===== config.mk =====
export PLATFORM = sky130hd
export DESIGN_NAME = wishbone_rr_arbiter
export DESIGN_NICKNAME = d
export VERILOG_FILES = /design/src/rtl/wishbone_rr_arbiter_pkg.sv /design/src/rtl/wishbone_rr_arbiter_rr_priority_picker.sv /design/src/rtl/wishbone_rr_arbiter.sv
export SDC_FILE = /design/constraint.sdc
export NUM_CORES = 1
export LEC_CHECK = 0
export ABC_AREA = 1
export CAP_MARGIN = 20
export CORE_MARGIN = 2
export CORE_UTILIZATION = 25
export DETAILED_ROUTE_END_ITERATION = 8
export PLACE_DENSITY = 0.87
export SLEW_MARGIN = 10
export SYNTH_ARGS = -nofsm -noshare
export SYNTH_HDL_FRONTEND = slang
export SYNTH_SLANG_ARGS = --single-unit

===== constraint.sdc =====
create_clock -name clk -period 1.3 [get_ports clk]
set_input_delay 0.13 -clock clk [delete_from_list [all_inputs] [get_ports clk]]
set_output_delay 0.13 -clock clk [all_outputs]
set_load 0.01 [all_outputs]

===== src/rtl/wishbone_rr_arbiter_pkg.sv =====
// Shared constants for the Wishbone round-robin arbiter and its helpers.
// Holds the arbiter state encodings.
package wishbone_rr_arbiter_pkg;

   localparam logic [1:0] ST_IDLE    = 2'd0;
   localparam logic [1:0] ST_GRANTED = 2'd1;
   localparam logic [1:0] ST_ABORT   = 2'd2;

endpackage


===== src/rtl/wishbone_rr_arbiter_rr_priority_picker.sv =====
// Combinational round-robin picker: returns the first set request bit
// found by scanning ptr, ptr+1, ... modulo the vector width.
module rr_priority_picker #(
   parameter int unsigned WIDTH_LOG2 = 1
) (
   input  logic [(1 << WIDTH_LOG2)-1:0] req,
   input  logic [WIDTH_LOG2-1:0]        ptr,
   output logic [WIDTH_LOG2-1:0]        idx,
   output logic                         valid
);

   localparam int unsigned N = 1 << WIDTH_LOG2;

   logic [WIDTH_LOG2-1:0] cand;

   // NOTE: every signal written here gets a default first, so no path leaves it unassigned and no latch is inferred.
   always_comb begin
      idx   = '0;
      valid = 1'b0;
      cand  = '0;
      for (int unsigned k = 0; k < N; k++) begin
         cand = ptr + WIDTH_LOG2'(k);
         if (!valid && req[cand]) begin
            idx   = cand;
            valid = 1'b1;
         end
      end
   end

endmodule


===== src/rtl/wishbone_rr_arbiter.sv =====
// Round-robin Wishbone classic-cycle arbiter: one owner per CYC burst,
// with a per-transfer watchdog that aborts a slave that never acknowledges.
module wishbone_rr_arbiter
   import wishbone_rr_arbiter_pkg::*;
#(
   parameter int unsigned MASTERS_WIDTH  = 1,
   parameter int unsigned ADDRESS_WIDTH  = 16,
   parameter int unsigned DATA_WIDTH     = 16,
   parameter int unsigned TIMEOUT_CYCLES = 255
) (
   input  logic                                      clk,
   input  logic                                      rst,
   input  logic [(1 << MASTERS_WIDTH)-1:0]           mCycI,
   input  logic [(1 << MASTERS_WIDTH)-1:0]           mStbI,
   input  logic [(1 << MASTERS_WIDTH)-1:0]           mWeI,
   input  logic [(1 << MASTERS_WIDTH)*ADDRESS_WIDTH-1:0] mAdrIPacked,
   input  logic [(1 << MASTERS_WIDTH)*DATA_WIDTH-1:0]    mDatIPacked,
   output logic [(1 << MASTERS_WIDTH)*DATA_WIDTH-1:0]    mDatOPacked,
   output logic [(1 << MASTERS_WIDTH)-1:0]           mAckO,
   output logic [(1 << MASTERS_WIDTH)-1:0]           mErrO,
   output logic                                      sCycO,
   output logic                                      sStbO,
   output logic                                      sWeO,
   output logic [ADDRESS_WIDTH-1:0]                  sAdrO,
   output logic [DATA_WIDTH-1:0]                     sDatO,
   input  logic                                      sAckI,
   input  logic [DATA_WIDTH-1:0]                     sDatI
);

   localparam int unsigned N     = 1 << MASTERS_WIDTH;
   localparam int unsigned CNT_W = (TIMEOUT_CYCLES > 1) ? $clog2(TIMEOUT_CYCLES) : 1;
   localparam logic [CNT_W-1:0] CNT_LAST =
      CNT_W'((TIMEOUT_CYCLES == 0) ? 0 : TIMEOUT_CYCLES - 1);

   logic [1:0]               state_q, state_d;
   logic [MASTERS_WIDTH-1:0] owner_q, owner_d;
   logic [MASTERS_WIDTH-1:0] ptr_q, ptr_d;
   logic [CNT_W-1:0]         cnt_q, cnt_d;

   logic                     owner_cyc, active, timeout;
   logic [MASTERS_WIDTH-1:0] pick_ptr, pick_idx;
   logic                     pick_valid;

   assign owner_cyc = mCycI[owner_q];
   assign active    = (state_q == ST_GRANTED) && owner_cyc;
   assign timeout   = (TIMEOUT_CYCLES != 0) && active && sStbO && !sAckI && (cnt_q == CNT_LAST);

   // On release the hand-over scan already starts past the old owner.
   assign pick_ptr = (state_q == ST_GRANTED) ? owner_q + MASTERS_WIDTH'(1) : ptr_q;

   rr_priority_picker #(
      .WIDTH_LOG2 (MASTERS_WIDTH)
   ) u_picker (
      .req   (mCycI),
      .ptr   (pick_ptr),
      .idx   (pick_idx),
      .valid (pick_valid)
   );

   // NOTE: state flops use non-blocking assignments so every flop samples pre-edge values.
   always_ff @(posedge clk or posedge rst) begin
      if (rst) begin
         state_q <= ST_IDLE;
         owner_q <= '0;
         ptr_q   <= '0;
         cnt_q   <= '0;
      end else begin
         state_q <= state_d;
         owner_q <= owner_d;
         ptr_q   <= ptr_d;
         cnt_q   <= cnt_d;
      end
   end

   always_comb begin
      state_d = state_q;
      owner_d = owner_q;
      ptr_d   = ptr_q;
      cnt_d   = '0;
      case (state_q)
         ST_IDLE: begin
            if (pick_valid) begin
               state_d = ST_GRANTED;
               owner_d = pick_idx;
            end
         end
         ST_GRANTED: begin
            if (owner_cyc) begin
               if (timeout) begin
                  state_d = ST_ABORT;
               end else if ((TIMEOUT_CYCLES != 0) && sStbO && !sAckI) begin
                  cnt_d = cnt_q + CNT_W'(1);
               end
            end else begin
               ptr_d = owner_q + MASTERS_WIDTH'(1);
               if (pick_valid) begin
                  owner_d = pick_idx;
               end else begin
                  state_d = ST_IDLE;
               end
            end
         end
         ST_ABORT: begin
            if (!owner_cyc) begin
               ptr_d   = owner_q + MASTERS_WIDTH'(1);
               state_d = ST_IDLE;
            end
         end
         default: state_d = ST_IDLE;
      endcase
   end

   always_comb begin
      sCycO = 1'b0;
      sStbO = 1'b0;
      sWeO  = 1'b0;
      sAdrO = '0;
      sDatO = '0;
      mAckO = '0;
      mErrO = '0;
      if (active) begin
         sCycO          = 1'b1;
         sStbO          = mStbI[owner_q];
         sWeO           = mWeI[owner_q];
         sAdrO          = mAdrIPacked[owner_q*ADDRESS_WIDTH +: ADDRESS_WIDTH];
         sDatO          = mDatIPacked[owner_q*DATA_WIDTH +: DATA_WIDTH];
         mAckO[owner_q] = sAckI;
         mErrO[owner_q] = timeout;
      end
   end

   assign mDatOPacked = {N{sDatI}};

endmodule


==> summary by stage <==
Run status
The flow ran to the end, but the final reports show violations. The checks that failed: setup timing.

Yosys
The most frequent cell after synthesis is sky130_fd_sc_hd__nand2_1. Counting flops and latches in the post-synthesis netlist gives 12. The sequential-to-total area share from yosys stat is 20.98%. By count the netlist is led by 82 x sky130_fd_sc_hd__nand2_1, 33 x sky130_fd_sc_hd__a21oi_1, 32 x sky130_fd_sc_hd__buf_4.

Each instance of the synthesized netlist takes up on average 6.170 um2. The synthesized netlist occupies a cell area of 0.001431 mm2. The synthesized design contains 0 enable-type register cells. The synthesized netlist net count is 326. The largest area contributor in the synthesized netlist is sky130_fd_sc_hd__nand2_1. In this run, distinct cell masters in the synthesized netlist total 25. For this run, the leading register cell type out of synthesis is sky130_fd_sc_hd__dfrtp_1. Synthesis handed over a netlist of 232 instances. The proportion of netlist area held by the largest area contributor is 21.50%. After synthesis, the cell types taking the most area are sky130_fd_sc_hd__nand2_1 22%, sky130_fd_sc_hd__dfrtp_1 21%, sky130_fd_sc_hd__buf_4 17%. The share of flip-flops with an asynchronous set or reset after synthesis is 100.0%.

Yosys printed 0 warnings.

Pwr
The clock network burns 10.9% of the power. The sequential fraction of design power is 13.0%. The power per cell area is 1378 mW/mm2. The combinational share of power is 76.1%. In this run switching power makes up 47.00% of total power. The static leakage is 0.001266 uW. Summed over all nets, the switching power comes to 1794 uW. VDD sags by at most 0.001052 V. The internal power contribution is 2023 uW. The overall power of the completed layout is 3817 uW.

Clock network
The number of buffers on the longest clock path is 2. CTS built an H-tree with a depth of 1. For this design, the CTS-stage hold fixing added 0 buffers. TritonCTS built the clock tree. The clock-pin slew on the worst setup and hold paths is 0.05 ns. The root buffer cell is sky130_fd_sc_hd__clkbuf_8. The number of clock sinks seen by CTS is 12. The number of buffers created by CTS is 3. Clock latency on the worst-skew pair, taken at its later pin, is 0.24 ns.

Route
Dividing the detail-routed wire length by the instance count gives 14.03 um. The total DRC errors in the routed layout is 0. Once detail routing completed, the nets flagged for antenna violations numbered 0. The number of iterations in the first detailed-routing pass is 4. The count of vias placed by the detailed router is 1889.

Summed over all layers, the routed wires come to 5739 um. The DRC marker count from the first detailed-route iteration is 40. The average vias per placed instance is 4.619.

STA
At the pin with the least slew margin, the transition time is 0.4671 ns. Based on the critical path, the design can be clocked at up to 597.1 MHz. The worst path uses 128.8% of the clock period. Setup violations remaining at the end of the flow were counted as 51. The count of final hold-check violations is 0. Clock skew on the completed layout was measured at 0.0006524 ns. The worst pin sits at a relative slew slack of 68.82%. The number of pins exceeding their max-slew limit in the final report was 0. Setup repair after global routing could not meet its margin everywhere. The minimum clock period after layout is 1.675 ns. Across all setup checks in the final design, the least slack found is -0.3749 ns.

Hold path
The path class of the tightest hold or removal check is in2async.

Run
The number of max-capacitance violations reported is 0.

Setup path
The startpoint of the lowest-slack register-to-register path is state_q[1]$_DFFE_PP0P_. The startpoint class of the critical path is a register. STA puts the critical path data arrival time at 1.54 ns.

The sort of element at the end of the critical path is an output pin. The required time at the endpoint of the critical path is 1.17 ns. For flop-to-flop paths, the worst setup slack is -0.20 ns. The most critical setup path has its startpoint at state_q[1]$_DFFE_PP0P_. The critical path is of the reg2out type. In this run the worst path has a maximum fanout of 11.

Floorplanning
The initialized floorplan defines 27 standard-cell rows. Measured along the y axis, the die boundary spans 79.67 um. The die extent in x is 79.67 um. The region available for standard cell placement spans 0.005507 mm2. The effective utilization at floorplan is 25.99%. Pin placement for this block handled 160 I/O pins.

The floorplan step defined a die boundary enclosing 0.006347 mm2.

Layout
The filler cells instantiated in the layout total 513. 0 antenna diodes ended up in the layout. At the end of the flow the core is filled with cells to 50.31%. The finished cells cover 0.002770 mm2. The synthesis-to-layout area growth is 93.53%. At the end of the flow, the number of nets in the layout was 432.

The final standard cell count with taps included and fillers excluded is 409. The post-route netlist has 36.80% of its cells at a drive strength greater than 1.

Global route
For this run the aggregate overflow at the end of global routing stands at 0. The number of global-route vias before repair is 1893. The pin count of the biggest net entering global routing is 25. The wire length of the first global-routing pass is 8390 um. Global routing used 16.36% of the available tracks across all layers. The initial antenna violation count is 0.

Placement
Prior to clock tree synthesis, the placed netlist has a worst setup slack of -0.6873 ns. In this run the cell area measured after placement is 0.002601 mm2. The count of buffers from port buffering is 111. The total instance count after detailed placement is 400. The final weighted congestion in routability-driven placement is 0.8758. The placed wire-length estimate is 4160 um.
cell families after synthesis:
| logic type | after synthesis | synth area share, % |
|---|---|---|
| xor gates and xnor gates | 6 | 3.672 |
| buffers and inverters | 56 | 23.16 |
| AOI/OAI and AO/OA | 40 | 14.42 |
| adders and majority gates | 5 | 4.371 |
| DFF | 12 | 20.98 |
| and+or+nand+nor | 113 | 33.39 |
through the flow:
| step | hold slack (ns) | TNS (ns) |
|---|---|---|
| 6_report | 0.1996 | -13.89 |
| 2_1_floorplan | -0.005301 | -0.1645 |
| 3_3_place_gp | 0.2601 | -25.35 |
| 4_1_cts | 0.2134 | -11.80 |
| 5_1_grt | 0.2468 | -17.75 |
| 3_5_place_dp | 0.2601 | -27.61 |
per-layer routing:
layer / global-route usage [%] / share of wire (%) / vias up
li1: - / - / 908
met1: 16.72 / 36 / 876
met2: 33.36 / 55 / 94
met3: 2.376 / 7.8 / 11
met4: 5.000 / 1.6 / 0
met5: 0 / 0 / -
sequential cells by signal (all words and copies together), names as in the netlist:
signal / cells
owner_q: 1
state_q: 2
ptr_q: 1
cnt_q: 8
final cells by class:
type | instances | area (um2) | share of cell area (%)
well taps | 72 | 90.09 | 3.252
clock buffers | 4 | 55.05 | 1.987
inverters | 14 | 57.56 | 2.078
multi-input cells | 164 | 991.0 | 35.77
flip-flops and latches | 12 | 301.5 | 10.89
repair buffers | 143 | 1275 | 46.03
worst max-delay path: stages (launching register included):
cell                              delay, ns
sky130_fd_sc_hd__dfrtp_1               0.40
sky130_fd_sc_hd__inv_2                 0.08
sky130_fd_sc_hd__ha_4                  0.15
sky130_fd_sc_hd__nand3_4               0.12
sky130_fd_sc_hd__buf_6                 0.17
sky130_fd_sc_hd__a21oi_1               0.13
sky130_fd_sc_hd__clkdlybuf4s15_2       0.24
power by group through the flow:
| stage | combinational (uW) | sequential (uW) | clock, uW |
|---|---|---|---|
| floorplan | 1350 | 484 | 0 |
| global placement | 2600 | 490 | 0 |
| detailed placement | 2660 | 492 | 0 |
| CTS | 2730 | 485 | 417 |
| global route | 3160 | 506 | 433 |
| finish | 2910 | 497 | 415 |
cell usage in the layout (no fill, tap or decap), drive strengths merged:
cell type,instances
xor2,3
a21oi,33
and2,1
xnor2,3
o211ai,1
buf,61
nand3b,1
nor2,16
inv,14
clkdlybuf4s15,10
dfrtp,12
nand2,83
clkbuf,4
nand3,10
clkdlybuf4s50,72
o21ai,6
nand4,1
nor3,1
ha,5
repair_timing:
item / CTS / global route
endpoints found under the setup margin: 50 / 51
pin swaps: 14 / 3
resized for setup: 181 / 28
buffers inserted: 5 / 3
path summary, 6_finish.rpt:
kind                                        to  cells past startpoint
min in group clk               mDatOPacked[15]                      0
hold reg to reg             cnt_q[1]$_DFF_PP0_                      2
max in group asynchronous  owner_q$_DFFE_PP0P_                      2
setup / recovery                      sAdrO[3]                      6
setup reg to reg            cnt_q[5]$_DFF_PP0_                      8
hold / removal              cnt_q[7]$_DFF_PP0_                      2
Power figures use the tool's default switching activity.
